==> config.mk <==
export PLATFORM = sky130hd
export DESIGN_NAME = imem_loader
export DESIGN_NICKNAME = d
export VERILOG_FILES = /design/src/rtl/imem_loader.sv
export SDC_FILE = /design/constraint.sdc
export NUM_CORES = 1
export LEC_CHECK = 0
export BUFFER_PORTS_ARGS = -buffer_cell sky130_fd_sc_hd__clkbuf_2
export CAP_MARGIN = 20
export CORE_MARGIN = 4
export CORE_UTILIZATION = 40
export CTS_CLUSTER_DIAMETER = 200
export DETAILED_ROUTE_END_ITERATION = 16
export SYNTH_ARGS = -nofsm -noshare
export SYNTH_HDL_FRONTEND = slang
export SYNTH_SLANG_ARGS = --single-unit
==> constraint.sdc <==
create_clock -name clk_i -period 2.8 [get_ports clk_i]
set_clock_uncertainty 0.2 [all_clocks]
set_input_delay 0.28 -clock clk_i [delete_from_list [all_inputs] [get_ports clk_i]]
set_output_delay 0.28 -clock clk_i [all_outputs]
set_load 0.05 [all_outputs]
==> src/rtl/imem_loader.sv <==
// Streams a length-prefixed byte program into instruction memory, holding the core in reset until done.
// Optional trailer checksum (running XOR) is enabled by defining IMEM_LOADER_CHECKSUM_EN.
module imem_loader #(
   parameter int ADDR_W = 8
) (
   input  logic              clk_i,
   input  logic              rst_ni,
   input  logic              start_i,
   input  logic              byte_valid_i,
   input  logic [7:0]        byte_data_i,
   output logic              byte_ready_o,
   output logic              imem_we_o,
   output logic [ADDR_W-1:0] imem_waddr_o,
   output logic [31:0]       imem_wdata_o,
   output logic              core_rst_o,
   output logic              busy_o,
   output logic              done_o,
   output logic              err_o
);

   // Counters need one bit beyond the address so a full 2^ADDR_W load is representable.
   localparam int CNT_W = (ADDR_W + 1 > 9) ? ADDR_W + 1 : 9;

   typedef enum logic [2:0] {IDLE, LEN, DATA, CSUM, DONE} state_t;

   state_t             state_reg;
   logic [CNT_W-1:0]   len_reg;
   logic [CNT_W-1:0]   word_cnt_reg;
   logic [1:0]         byte_cnt_reg;
   logic [23:0]        shift_reg;
   logic               we_reg;
   logic [ADDR_W-1:0]  waddr_reg;
   logic [31:0]        wdata_reg;
   logic               core_rst_reg;
   logic               done_reg;
   logic               last_word;
`ifdef IMEM_LOADER_CHECKSUM_EN
   logic [7:0]         csum_reg;
   logic               err_reg;
`endif

   assign last_word = (word_cnt_reg + CNT_W'(1)) == len_reg;

   always_ff @(posedge clk_i or negedge rst_ni) begin
      if (!rst_ni) begin
         state_reg    <= IDLE;
         len_reg      <= '0;
         word_cnt_reg <= '0;
         byte_cnt_reg <= '0;
         shift_reg    <= '0;
         we_reg       <= 1'b0;
         waddr_reg    <= '0;
         wdata_reg    <= '0;
         core_rst_reg <= 1'b1;
         done_reg     <= 1'b0;
`ifdef IMEM_LOADER_CHECKSUM_EN
         csum_reg     <= '0;
         err_reg      <= 1'b0;
`endif
      end else begin
         we_reg <= 1'b0;
         case (state_reg)
            IDLE, DONE: begin
               if (start_i) begin
                  state_reg    <= LEN;
                  core_rst_reg <= 1'b1;
                  done_reg     <= 1'b0;
                  word_cnt_reg <= '0;
                  byte_cnt_reg <= '0;
                  shift_reg    <= '0;
`ifdef IMEM_LOADER_CHECKSUM_EN
                  csum_reg     <= '0;
                  err_reg      <= 1'b0;
`endif
               end
            end
            LEN: begin
               if (byte_valid_i) begin
                  len_reg   <= (byte_data_i == 8'd0) ? (CNT_W'(1) << ADDR_W) : CNT_W'(byte_data_i);
                  state_reg <= DATA;
`ifdef IMEM_LOADER_CHECKSUM_EN
                  csum_reg  <= byte_data_i;
`endif
               end
            end
            DATA: begin
               if (byte_valid_i) begin
                  byte_cnt_reg <= byte_cnt_reg + 2'd1;
`ifdef IMEM_LOADER_CHECKSUM_EN
                  csum_reg     <= csum_reg ^ byte_data_i;
`endif
                  if (byte_cnt_reg == 2'd3) begin
                     // Earlier bytes have been shifted down to the low lanes: little-endian word.
                     we_reg       <= 1'b1;
                     waddr_reg    <= word_cnt_reg[ADDR_W-1:0];
                     wdata_reg    <= {byte_data_i, shift_reg};
                     word_cnt_reg <= word_cnt_reg + CNT_W'(1);
                     if (last_word) begin
`ifdef IMEM_LOADER_CHECKSUM_EN
                        state_reg    <= CSUM;
`else
                        state_reg    <= DONE;
                        done_reg     <= 1'b1;
                        core_rst_reg <= 1'b0;
`endif
                     end
                  end else begin
                     shift_reg <= {byte_data_i, shift_reg[23:8]};
                  end
               end
            end
`ifdef IMEM_LOADER_CHECKSUM_EN
            CSUM: begin
               if (byte_valid_i) begin
                  state_reg <= DONE;
                  if (byte_data_i == csum_reg) begin
                     done_reg     <= 1'b1;
                     core_rst_reg <= 1'b0;
                  end else begin
                     err_reg <= 1'b1;
                  end
               end
            end
`endif
            default: state_reg <= IDLE;
         endcase
      end
   end

   assign byte_ready_o = (state_reg == LEN) || (state_reg == DATA) || (state_reg == CSUM);
   assign busy_o       = byte_ready_o;
   assign imem_we_o    = we_reg;
   assign imem_waddr_o = waddr_reg;
   assign imem_wdata_o = wdata_reg;
   assign core_rst_o   = core_rst_reg;
   assign done_o       = done_reg;
`ifdef IMEM_LOADER_CHECKSUM_EN
   assign err_o        = err_reg;
`else
   assign err_o        = 1'b0;
`endif

endmodule
== Yosys cells after proc, flatten, opt, wreduce, memory -nomap -nowiden ==
Index checks and enable logic that the tools add are counted.

* Multiply operators: 0
* Bitwise gates (word level): 0
* Equal/unequal tests: 12
* Reductions and logical operators: 13
* $add $sub $neg: 2
* Order comparisons: 0
* Shift-type cells: 0
* Muxes and demuxes: 31
* Divide/modulo/power cells: 0

{| class="wikitable"
|+ Operators by type and width
! kind !! count
|-
| two-way mux 24 bit || 3
|-
| one-hot mux 24 bit (2 select lines) || 1
|-
| two-way mux 9 bit || 4
|-
| one-hot mux 9 bit (2 select lines) || 1
|-
| two-way mux 3 bit || 5
|-
| != test 2 bit (second input constant) || 6
|-
| two-way mux 1 bit || 11
|-
| AND reduction 5 bit || 2
|-
| adder 9 x 1 -> 9 bit (second input constant) || 1
|-
| == test 9 bit || 1
|-
| one-hot mux 3 bit (3 select lines) || 1
|-
| zero test 8 bit || 1
|-
| AND reduction 4 bit || 2
|-
| == test 3 x 2 -> 1 bit (second input constant) || 2
|-
| AND reduction 3 bit || 2
|-
| two-way mux 2 bit || 2
|-
| one-hot mux 1 bit (2 select lines) || 2
|-
| one-hot mux 2 bit (2 select lines) || 1
|-
| == test 3 x 1 -> 1 bit (second input constant) || 1
|-
| == test 3 bit (second input constant) || 1
|-
| zero test 3 bit || 1
|-
| adder 2 x 1 -> 2 bit (second input constant) || 1
|-
| == test 2 bit (second input constant) || 1
|-
| logical OR 1 bit || 2
|-
| other kinds (3) || 3
|}

* Memories kept: 0
* Flip-flop bits (word level): 90
* Input bits: 12
* Logic and storage cells: 68
* Bits in latches: 0
* Bits in writable memories: 0
* Output and inout bits: 46
* Memory bits (read-only): 0

== Logic depth before layout (Yosys ltp) ==
Gate-level depths: netlist of the first run.

* Depth in word-level cells: 6
* Depth in mapped cells: 8
* Gate-level depth less buffers: 6

== Worst setup path after synthesis of the first run ==
No wires, ideal clock.

* Path type: flip-flop to output port
* Start point: register state_reg[0]
* End point: output byte_ready_o
* Buffers on the path: 2
* Data required time: 2.320 ns
* Stages on the path, launching flop included: 5
* Data arrival time: 1.551 ns
* Setup slack: 0.769 ns
* Path through: dfrtp_1 > buf_2 > nor2_1 > nor2_1 > buf_4

* Longest elaborated chain between the ends: 3
* Elaborated cells on any way between the ends: 5
* Those cells by class: 3 x eq/ne; 2 x reduce/logical

{| class="wikitable"
|+ Ends and longest elaborated chain
! element !! line !! text
|-
| start, declared || 26 || <nowiki>state_t state_reg;</nowiki>
|-
| start signal, assigned || 46 || <nowiki>state_reg <= IDLE;</nowiki>
|-
| start signal, assigned || 65 || <nowiki>state_reg <= LEN;</nowiki>
|-
| start signal, assigned || 80 || <nowiki>state_reg <= DATA;</nowiki>
|-
| == test 3 x 1 -> 1 bit or == test 3 x 2 -> 1 bit (tied branches) || 130 || <nowiki>assign byte_ready_o = (state_reg == LEN) || (state_reg == DATA) || (state_reg == CSUM);</nowiki>
|-
| logical OR 1 bit || 130 ||
|-
| logical OR 1 bit (*) || 130 ||
|-
| end, declared || 11 || <nowiki>output logic byte_ready_o,</nowiki>
|}

Every way passes the cells marked *; elsewhere a longest branch is shown, timed or not.

== Worst setup path in the final report of the first run ==
* Start point: register word_cnt_reg[0]
* End point: register state_reg[1]

* Longest elaborated chain between the ends: 4

{| class="wikitable"
|+ Ends and longest elaborated chain
! element !! line !! text
|-
| start, declared || 28 || <nowiki>logic [CNT_W-1:0] word_cnt_reg;</nowiki>
|-
| start signal, assigned || 97 || <nowiki>word_cnt_reg <= word_cnt_reg + CNT_W'(1);</nowiki>
|-
| adder 9 x 1 -> 9 bit || 42 || <nowiki>assign last_word = (word_cnt_reg + CNT_W'(1)) == len_reg;</nowiki>
|-
| == test 9 bit || 42 ||
|-
| != test 2 bit (no source line) || -- ||
|-
| AND reduction 5 bit (no source line) || -- ||
|}

No other way between the ends.
A chain may end at the register's enable or synchronous reset.

==> flow_summary.toml, run 1 <==
[critical_path]
arrival_ns = 2.41
max_stage_delay_ns = 0.49
path_class = "reg2reg"
cp_max_fo = 8
worst_setup_path_end_kind = "flop"
critPathRequiredTime_ns = 2.83
r2r_start = "word_cnt_reg[0]$_DFFE_PN0P_"
crit_slowest_cell = "dfrtp_1"
path_buf_inv = 0
crit_family = "compound AO/OA/AOI/OAI gates"
critPathLaunchType = "flop"
cp_cell_sequence = "ha_1, nand3_1, or3_1, a21oi_1, o311ai_1, o31a_1"
startpoint = "word_cnt_reg[0]$_DFFE_PN0P_"

[clock_tree]
cts-buffers-inserted = 9
cts_max_level = 3
insertion_delay_ns = 0.35
post_cts.resized_instances = 0
cts_hold_buf = 5
cts_buffer_depth = 2
postCtsSetupRepairBufs = 0
clk_pin_slew_ns = 0.09
clkSinkCount = 90
cts-root-buf = "clkbuf_8"
cts_tree = "done"

[detailed_routing]
detail-route-antenna-nets = 0
wl_per_cell_um = 14.7
drt_iter0_drc = 188
num_vias = 2828
drcViolationCount = 0
routed_wl_mm = 8.32
via_per_inst = 4.98
first_pass_iters = 4

[finish]
nets = 448
fin_util_pct = 48.3
final_cell_mix = "133 x nand2_1, 89 x dfrtp_1, 55 x clkbuf_2"
n_antenna_cell = 0
largest_reg_flops = 32
drive_above_1_share_pct = 21.4
final_common_cell = "nand2_1"
syn2layout_area_growth_pct = 17.3

[hold_path]
holdCritStartpoint = "byte_data_i[3]"
hold_class = "in2reg"

[power_and_ir_drop]
p_leak_uw = 0.00233
p_total_uw = 3620
pwr-share-clk_pct = 26.0
peakVddDrop_uv = 689
p_int_uw = 2380
power_frac_comb_pct = 25.8
pwr-share-seq_pct = 48.2
p_switching_uw = 1240
switching_share_pct = 34.2
power.density_nw_per_um2 = 807

[yosys]
synthCells = 379
yosys-top-cells-area = "dfrtp_1 58%, nand2_1 13%, a22o_1 5.7%, mux2_2 2.4%, o21ai_0 2.0%"
netlist.area_leader.share_pct = 58.2
yosysUniqueCellTypes = 43
synth_seq_cells = 90
syn_area_um2 = 3820
yosys_warnings = 0
yosysTopAreaCell = "dfrtp_1"
ys_seq_area_share_pct = 58.9
postSynthAreaPerCell_um2 = 10.1
synth_fp_nets = 393

[die]
io_pins = 58
start_util_pct = 41.2
core_region_area_um2 = 9280
die_w_um = 106
fp.dieH_um = 106
num_rows = 35
dieArea_um2 = 11200

[global_routing]
grt_pass1_wl_mm = 14.4
grtUsageTotal_pct = 16.0
antenna_found_initial = 0
grt.overflow.total = 0
grt_pass1_vias = 2848
grt_max_degree = 48

[place]
place_congestion = 0.804
preCtsSetupSlack_ns = 0.449
port_buffers = 56
dpl.hpwl_mm = 5.71

[timing]
tns_ns = 0
period_share_pct = 84.8
slew_viol_final = 0
hold_viol = 0
grt_setup_unrepaired = "false"
relSlewSlack_pct = 57.3
layout_min_cycle_time_ns = 2.37
setup_ws_ns = 0.426
worstMarginPinSlew_ns = 0.631
setup_viol = 0
whs_ns = 0.0179
fmax_mhz = 421

[job]
cap_violations = 0

[run_status]
status = "finished, final reports clean"
kinds of logic after synthesis:
logic type,share of synthesized area (%)
other cells,0.0980
simple gates,19.9
flops,58.9
compound gates,10.9
xor+xnor,3.17
buf+inv,3.76
fa+ha+maj,0.654
mux,2.62
synthesized netlist by cell type, drive strengths merged:
master / n
nor3: 1
o311ai: 1
a211oi: 1
or3: 1
nor2: 8
o21a: 2
conb: 1
nand4b: 1
nand2b: 4
and3: 4
o22ai: 1
clkbuf: 9
mux2i: 1
inv: 5
nor4: 4
xnor2: 8
nor2b: 3
nor3b: 2
buf: 15
xor2: 5
dfstp: 1
mux2: 8
nand3: 10
nand3b: 1
o31a: 1
and4: 1
a22o: 25
ha: 2
and2: 3
a21oi: 6
o31ai: 5
nand2: 133
o21ai: 15
nand4: 1
dfrtp: 89
a311o: 1
power by group through the flow:
| stage | sequential (uW) | combinational (uW) | clock [uW] |
|---|---|---|---|
| floorplan | 1880 | 587 | 0 |
| global placement | 1770 | 921 | 0 |
| detailed placement | 1770 | 937 | 0 |
| CTS | 1750 | 945 | 975 |
| global route | 1790 | 1030 | 1040 |
| finish | 1750 | 935 | 940 |
final timing paths:
kind	cells after the start	to	slack, ns
max in group asynchronous	3	shift_reg[8]$_DFFE_PN0P_	1.48
setup reg to reg	6	state_reg[1]$_DFFE_PN0P_	0.43
setup / recovery	6	state_reg[1]$_DFFE_PN0P_	0.43
hold / removal	3	imem_wdata_o[27]$_DFFE_PN0P_	0.02
min in group asynchronous	2	imem_wdata_o[27]$_DFFE_PN0P_	0.27
hold reg to reg	2	imem_wdata_o[14]$_DFFE_PN0P_	0.28
per-stage QoR:
| step | instances | area, um^2 |
|---|---|---|
| after global routing | 568 | 4490 |
| after detailed placement | 547 | 4210 |
| final | 568 | 4490 |
| after CTS | 568 | 4490 |
| after global placement | 547 | 4210 |
| after floorplan | 379 | 3820 |
per-layer routing:
metal,track usage [%],part of all wire [%]
met1,24.2,50
met2,22.8,44
met3,3.67,4.6
met4,5.09,0.89
met5,0,0
worst reg2reg max path, delay by kind of cell, from the launching register on:
kind	cells	cell delay (ns)
compound gates	3	0.73
simple gates	2	0.54
flops	1	0.49
fa+ha+maj	1	0.31
cell type report:
| type | count | area [um^2] |
|---|---|---|
| fillers | 949 | 4800 |
| flip-flops and latches | 90 | 2250 |
| multi-input cells | 260 | 1430 |
| repair buffers | 68 | 398 |
| clock buffers | 12 | 165 |
| well taps | 129 | 161 |
| clock inverters | 4 | 56.3 |
| inverters | 5 | 18.8 |
Note: power is estimated with default switching activity, not from simulation.
==> inputs of run 2 (changes only) <==
Clock period 2.8 ns to 2.1 ns, I/O delays scaled along.
==> run 2 against run 1 <==
Net effect: non-clock buffer count increased by 11; first-iteration DRC count decreased by 20%; largest power group unchanged; routed wire length about the same; register-to-register slack got worse by 0.36 ns; clock-buffer cell count decreased by 2; power increased by 31%; via count increased by 0.14%; critical path depth unchanged; sequential share of layout area decreased by 1.1 points; final cell count increased by 1.4%; setup slack got worse by 0.36 ns; sequential cell count unchanged.
==> flow_summary.toml, run 2 (synthesis results as in run 1) <==
[detailed_routing]
drcViolationCount = 0
drt_iter0_drc = 151
first_pass_iters = 4
routed_wl_mm = 8.33
via_per_inst = 4.92
num_vias = 2832
detail-route-antenna-nets = 0
wl_per_cell_um = 14.5

[clock_tree]
insertion_delay_ns = 0.35
clk_pin_slew_ns = 0.09
cts_tree = "done"
clkSinkCount = 90
cts_buffer_depth = 2
cts-root-buf = "clkbuf_8"
cts_max_level = 3
cts-buffers-inserted = 9

[place]
port_buffers = 56
dpl.cell_count = 553
preCtsSetupSlack_ns = -0.0810
dpl.hpwl_mm = 5.73
place_congestion = 0.801

[die]
io_pins = 58
num_rows = 35
dieArea_um2 = 11200
start_util_pct = 41.2
fp.dieH_um = 106
die_w_um = 106
core_region_area_um2 = 9280

[power_and_ir_drop]
p_switching_uw = 1640
power_frac_comb_pct = 27.8
switching_share_pct = 34.7
power.density_nw_per_um2 = 1030
p_total_uw = 4740
pwr-share-seq_pct = 49.0
pwr-share-clk_pct = 23.3
p_int_uw = 3090
p_leak_uw = 0.00235
peakVddDrop_uv = 768

[global_routing]
antenna_found_initial = 0
grt_max_degree = 49
grt.overflow.total = 0
grt_pass1_vias = 2761
grt_pass1_wl_mm = 14.3
grtUsageTotal_pct = 15.9

[critical_path]
critPathRequiredTime_ns = 2.13
cp_max_fo = 6
cp_cell_sequence = "ha_4, nand3_2, or3_1, a21oi_1, o311ai_2, o31a_1"
crit_slowest_cell = "dfrtp_1"
arrival_ns = 2.06
path_class = "reg2reg"
critPathLaunchType = "flop"
max_stage_delay_ns = 0.40
path_buf_inv = 0
crit_family = "compound AO/OA/AOI/OAI gates"
worst_setup_path_end_kind = "flop"

[finish]
final_common_cell = "nand2_1"
fin_cells = 576
regArea_um2 = 2260
nets = 459
drive_above_1_share_pct = 23.5
n_antenna_cell = 0
largest_reg_flops = 32
syn2layout_area_growth_pct = 20.1
num-fill-cells = 915
final_cell_mix = "133 x nand2_1, 87 x dfrtp_1, 55 x clkbuf_2"
multi_input_area_um2 = 1480

[timing]
grt_setup_unrepaired = "false"
fmax_mhz = 492
hold_viol = 0
setup_ws_ns = 0.0674
layout_min_cycle_time_ns = 2.03
slew_viol_final = 0
setup_viol = 0
period_share_pct = 96.8
relSlewSlack_pct = 65.9
worstMarginPinSlew_ns = 0.512
tns_ns = 0

[hold_path]
hold_class = "in2reg"

[job]
cap_violations = 0

[run_status]
status = "finished, final reports clean"
run 2: routing by layer:
layer | part of all wire, % | routed length, um | global-route usage [%] | up-vias
met5 | 0 | 0 | 0 | -
met4 | 1.6 | 133 | 5.27 | 0
met3 | 4.8 | 403 | 3.18 | 14
met2 | 45 | 3720 | 23.1 | 69
met1 | 49 | 4070 | 23.7 | 1353
li1 | - | - | - | 1396
run 2: tightest hold or removal path: stages:
cell and delay, ns:
clkbuf_2 0.14, nor2_1 0.05, mux2i_1 0.12, nor2_1 0.05
run 2: what timing repair did:
item | CTS | global route
gates cloned | 0 | 0
hold buffers | 10 | 0
resized for setup | 2 | 9
endpoints found under the setup margin | 4 | 4
pin swaps | 0 | 1
hold endpoints to repair | 60 | 0
buffers inserted | 0 | 0
run 2: path summary, 6_finish.rpt:
| check | to | cells past startpoint | from | slack [ns] |
|---|---|---|---|---|
| setup reg to reg | state_reg[1]$_DFFE_PN0P_ | 6 | word_cnt_reg[0]$_DFFE_PN0P_ | 0.07 |
| min in group asynchronous | imem_wdata_o[26]$_DFFE_PN0P_ | 2 | rst_ni | 0.18 |
| hold / removal | state_reg[0]$_DFFE_PN0P_ | 4 | byte_valid_i | 0.07 |
| hold reg to reg | imem_wdata_o[2]$_DFFE_PN0P_ | 2 | imem_wdata_o[2]$_DFFE_PN0P_ | 0.28 |
| max in group asynchronous | core_rst_o$_DFFE_PN1P_ | 3 | rst_ni | 0.87 |
| setup / recovery | state_reg[1]$_DFFE_PN0P_ | 6 | word_cnt_reg[0]$_DFFE_PN0P_ | 0.07 |
run 2: metrics by stage:
step	cell area, um^2	hold WS [ns]	utilization (%)
after global placement	4270	0.0164	46.0
after floorplan	3820	-0.286	-
after detailed placement	4270	0.0274	46.0
after CTS	4550	0.0584	49.0
after global routing	4590	0.0944	49.5
final	4590	0.0717	49.5
run 2: power groups by stage:
stage / sequential (uW) / clock, uW / combinational, uW
floorplan: 2500 / 0 / 782
global placement: 2340 / 0 / 1260
detailed placement: 2350 / 0 / 1290
CTS: 2320 / 1150 / 1310
global route: 2370 / 1210 / 1450
finish: 2320 / 1100 / 1310
run 2: area by class of cell:
class | instances | area share [%]
Sequential cell | 90 | 49.1
Timing Repair Buffer | 79 | 11.0
Clock buffer | 10 | 2.78
Inverter | 5 | 0.490
Tap cell | 129 | 3.51
Multi-Input combinational cell | 260 | 32.2
Clock inverter | 3 | 0.953
